### config.mk
export PLATFORM = sky130hd
export DESIGN_NAME = seq_timeout
export DESIGN_NICKNAME = d
export VERILOG_FILES = /design/src/rtl/seq_timeout.sv
export SDC_FILE = /design/constraint.sdc
export NUM_CORES = 1
export LEC_CHECK = 0
export BUFFER_PORTS_ARGS = -buffer_cell sky130_fd_sc_hd__buf_2
export CORE_AREA = 2 2 59 61
export CTS_CLUSTER_DIAMETER = 100
export DETAILED_ROUTE_END_ITERATION = 7
export DIE_AREA = 0 0 61 63
export PLACE_DENSITY = 0.64
export SKIP_CTS_REPAIR_TIMING = 1
export SYNTH_ARGS = -nofsm -noshare
export SYNTH_HDL_FRONTEND = slang
export SYNTH_SLANG_ARGS = --single-unit
### constraint.sdc
create_clock -name clk -period 2.82 [get_ports clk]
set_input_delay 0.141 -clock clk [delete_from_list [all_inputs] [get_ports clk]]
set_output_delay 0.141 -clock clk [all_outputs]
set_load 0.01 [all_outputs]
### src/rtl/seq_timeout.sv
// Loadable down-counter: counts down while enabled, flags expiry at zero.
module seq_timeout #(
    parameter int unsigned TO_W = 16
) (
    input  logic            clk,
    input  logic            rst_n,
    input  logic            i_clr,
    input  logic            i_load,
    input  logic [TO_W-1:0] i_load_val,
    input  logic            i_dec,
    output logic            o_expire
);

    logic [TO_W-1:0] r_count;

    // Clear has priority over load; decrement stops at zero.
    always_ff @(posedge clk or negedge rst_n) begin
        if (!rst_n) begin
            r_count <= '0;
        end else if (i_clr) begin
            r_count <= '0;
        end else if (i_load) begin
            r_count <= i_load_val;
        end else if (i_dec && (r_count != '0)) begin
            r_count <= r_count - 1'b1;
        end
    end

    assign o_expire = (r_count == '0);

endmodule

# [Yosys cells after proc, flatten, opt, wreduce, memory -nomap -nowiden]
# Index checks and enable logic that the tools add are counted.
[classes] add_sub_neg=1 n_mux=3 n_reduce_logical=4
[ops] op="2-to-1 mux 16 bit" count=3
[ops] op="logical NOT 16 bit" count=1
[ops] op="nonzero test 16 bit" count=1
[ops] op="subtractor 16 x 1 -> 16 bit (second input constant)" count=1
[ops] op="nonzero test 3 bit" count=1
[ops] op="logical AND 1 bit" count=1
[totals] register_bits=16 in_bits=21 output_inout_bits=1 word_cells=9

# [Logic depth before layout (Yosys ltp)]
[depth] word_depth=5 mapped_depth=7 mapped_depth_nobuf=7

# [Worst setup path after synthesis]
# No wires, ideal clock.
[synth_timing] path_type="register to register" startpoint="register r_count[4]" endpoint="register r_count[12]" path_buffers=1 path_slack_ps=814 t_arrival_ps=1919 period_less_slack_ps=2006 path_stages_with_launch=7 path_cell_list="dfrtp_1 or4_1 buf_2 or4_4 nor3_2 xnor2_1 a211oi_2"
[synth_between] elab_chain_len=4 word_cells_on_any_way=7 classes_between="add/sub: 1; mux: 3; reduce/logical: 3"
[synth_rtl] element="start, declared" line_no="14" text="logic [TO_W-1:0] r_count;"
[synth_rtl] element="start signal, assigned" line_no="23" text="r_count <= i_load_val;"
[synth_rtl] element="start signal, assigned" line_no="25" text="r_count <= r_count - 1'b1;"
[synth_rtl] element="subtractor 16 x 1 -> 16 bit" line_no="25"
[synth_rtl] element="2-to-1 mux 16 bit" line_no="24" text="end else if (i_dec && (r_count != '0)) begin"
[synth_rtl] element="2-to-1 mux 16 bit" line_no="22" text="end else if (i_load) begin"
[synth_rtl] element="2-to-1 mux 16 bit" line_no="20" text="end else if (i_clr) begin"
# Parallel ways exist; a longest one is shown, timed or not. The select of a mux whose other input is x is not followed.
# A chain may end at the register's enable or synchronous reset.

# [Worst setup path in the final report]
[layout_timing] startpoint="register r_count[4]" endpoint="output port o_expire"
[layout_between] elab_chain_len=1
[layout_rtl] element="logical NOT 16 bit" line_no="29" text="assign o_expire = (r_count == '0);"
[layout_rtl] element="end, declared" line_no="11" text="output logic o_expire"
# No other way between the ends.

==> summary.txt <==
GRT
  – Vias in the first global route: between 900 and 1000
  – Gr usage total: between 10 and 15%
  – First-pass GRT wire length: around 4.3 mm
  – Largest net degree at the start of global routing: 24
  – Total grt overflow: 0
  – GR Util met2: a little over a fifth
  – Routing usage on met3: 2.07%
  – Initial antenna violation count: 0
  – Gr busiest metal: met1
  – Grt met1 use: between 20% and 30%

Timing
  – Period utilisation layout: 82.6%
  – Max transition margin: 55.5%
  – Post-layout minimum cycle time: around 2.3 ns
  – Layout Skew: 0.000725 ns
  – RSZ-0062 raised after global routing: false
  – Worst-Margin Slew: 0.666 ns
  – Final TNS setup: 0 ns
  – Final Setup Violations: 0
  – Fmax: ~430 MHz
  – Fin. max-slew vios: 0
  – Fin. Hold Viols: 0

Yosys
  – Fraction of registers with async set/reset: 100%
  – EDFF count, synth: 0
  – Syn Nets: 146
  – Gate Count Post-Synth: 124
  – Seq/Total Area, Yosys: 37.3%
  – Synth cell types: 33
  – Avg Cell Area, Syn: slightly below 9 sq um
  – FF+latch count, synth: 16
  – Post-synth top flop: dfrtp_1
  – Post-Syn Area: between 0.001 and 0.0015 sq mm
  – Synth warn: 0

CTS
  – Clock slew at reported path FFs: 0.09 ns
  – CTS buffer count: 3
  – CTS tree: built
  – H-tree depth: 1
  – Root buf cell: clkbuf_4
  – Clock sinks: 16
  – Clk buf depth: 2
  – Clock Latency Late Sink: about 0.28 ns

Detailed routing
  – Vias: just over 1000
  – Initial drt markers: 35
  – Avg WL per Cell: 13.4 um
  – Total wire length: 2.51 mm
  – Drt drc: 0
  – Final ANT Viol Nets: 0
  – Drt first pass iters: 4
  – Vias per cell: 5.43

Final layout
  – FILL cells: about 340
  – Share of post-route cells with drive strength above 1: between 20% and 30%
  – # diodes: 0
  – NumNets Final: roughly 170
  – Top Registers: r_count x16
  – Max reg flops: 16
  – Core Util, Final: between 30% and 40%
  – Biggest register: r_count
  – P&R area growth vs syn: 15.9%

Pwr
  – Comb power frac: 26.3%
  – P_leak: just over 0.0005 uW
  – Switching share of power: between 30% and 40%
  – Pwr dens: ~430 mW/mm^2
  – Clock Power Share: a little under a quarter
  – Internal power: between 300 and 400 uW
  – Flop pwr share: 50.9%
  – Power Total: 532 uW
  – Sw Pwr: about 170 uW
  – Worst vdd ir: about 0.19 mV

Setup path
  – Critical path capture point type: primary output
  – R2R depth: 5
  – CP startpoint: r_count[4]$_DFFE_PN0P_
  – Max Fanout on Critical Path: 7
  – Worst endpoint required time: roughly 2.7 ns
  – Critical R2R Capture: r_count[9]$_DFFE_PN0P_
  – Startpoint types: flop
  – Setup crit end: o_expire
  – CP Class: reg2out
  – Endpoint arrival time on the critical path: between 2 and 2.5 ns
  – Reg2Reg Setup Slack: roughly 0.64 ns
  – Worst r2r src: r_count[11]$_DFFE_PN0P_

Placed design
  – HPWL after DPL: between 1.5 and 2 mm
  – Placer congestion estimate: approximately 0.80
  – Port Buf Inserts: 21

Floorplanning
  – CORE AREA: between 0.003 and 0.004 sq mm
  – Initial Utilization: approximately 33%
  – I/O pins: 22
  – Die Y: about 63 um
  – FP Rows: 21
  – Die area: just under 0.004 sq mm
  – Die X: slightly above 60 um

Min path
  – Worst hold path type: in2reg

Run
  – Number of max-cap violations: 0

Run status
  – Run status: completed
synth_stat cells, types with 3 or more instances:
cell       n  share of area (%)
a21oi_1    9                4.2
xnor2_1    6                4.9
nor4_1     6                3.5
nor3_1     8                3.7
nand2_1    8                2.8
inv_1      4                1.4
or4_1      4                2.8
nor2_1    14                4.9
o21ai_0    3                1.4
dfrtp_1   16                 37
clkbuf_1   6                2.1
nand3_1    3                1.4
a211oi_1   9                6.3
metal layers:
metal / up-vias / wire length, um
met1: 475 / 1200
met3: 4 / 119
met2: 28 / 1160
met5: - / 0
met4: 0 / 34
li1: 513 / -
area by class of cell:
type	instances	area [sq um]	area share [%]
clock buffers	3	22.5	1.81
inverters	4	15.0	1.21
multi-input cells	96	624	50.3
well taps	46	57.6	4.63
repair buffers	23	123	9.87
flip-flops and latches	16	400	32.2
critical path, stage by stage (launching register included):
cell     delay, ns
dfrtp_1       0.44
or4_1         0.63
or3_1         0.43
nor3_1        0.23
buf_2         0.17
worst min path at each step:
stage,from,depth (start not counted),end
3_3_place_gp,rst_n,1,r_count[1]$_DFFE_PN0P_
4_1_cts,rst_n,1,r_count[5]$_DFFE_PN0P_
2_1_floorplan,rst_n,0,r_count[0]$_DFFE_PN0P_
5_1_grt,i_load_val[1],3,r_count[1]$_DFFE_PN0P_
6_report,i_load_val[1],3,r_count[1]$_DFFE_PN0P_
3_5_place_dp,rst_n,1,r_count[1]$_DFFE_PN0P_
power by group through the flow:
stage          clock (uW)  sequential (uW)  combinational [uW]
6_report              121              271                 140
5_1_grt               137              274                 159
4_1_cts               130              270                 140
3_5_place_dp            0              275                 139
3_3_place_gp            0              274                 137
2_1_floorplan           0              267                 104
stage by stage:
stage / hold WS (ns) / setup slack [ns] / instances / instance area [sq um]
after CTS: -0.240 / 0.482 / 187 / 1230
after global placement: 0.0795 / 0.745 / 184 / 1210
final: 0.0896 / 0.490 / 188 / 1240
after detailed placement: 0.0895 / 0.676 / 184 / 1210
after global routing: 0.0845 / 0.357 / 188 / 1240
after floorplan: -0.155 / 0.814 / 124 / 1070
placed cells by master (no fill, tap or decap), types with 4 or more instances in the layout:
cell      count
nor3_1        8
a211oi_1      9
nor2_1       14
buf_2        21
or4_1         4
nand2_1       8
dfrtp_1      16
nor4_1        6
xnor2_1       6
inv_1         4
a21oi_1       9
kinds of logic (layout without fill, tap and decap cells):
kind of cell | count (synthesis) | count (layout) | synth area share, %
buffers and inverters | 12 | 30 | 4.43
and+or+nand+nor | 53 | 53 | 28.1
AOI/OAI and AO/OA | 34 | 34 | 22.4
DFF | 16 | 16 | 37.3
xor gates and xnor gates | 8 | 8 | 6.53
adders and majority gates | 1 | 1 | 1.17
Power figures use the tool's default switching activity.
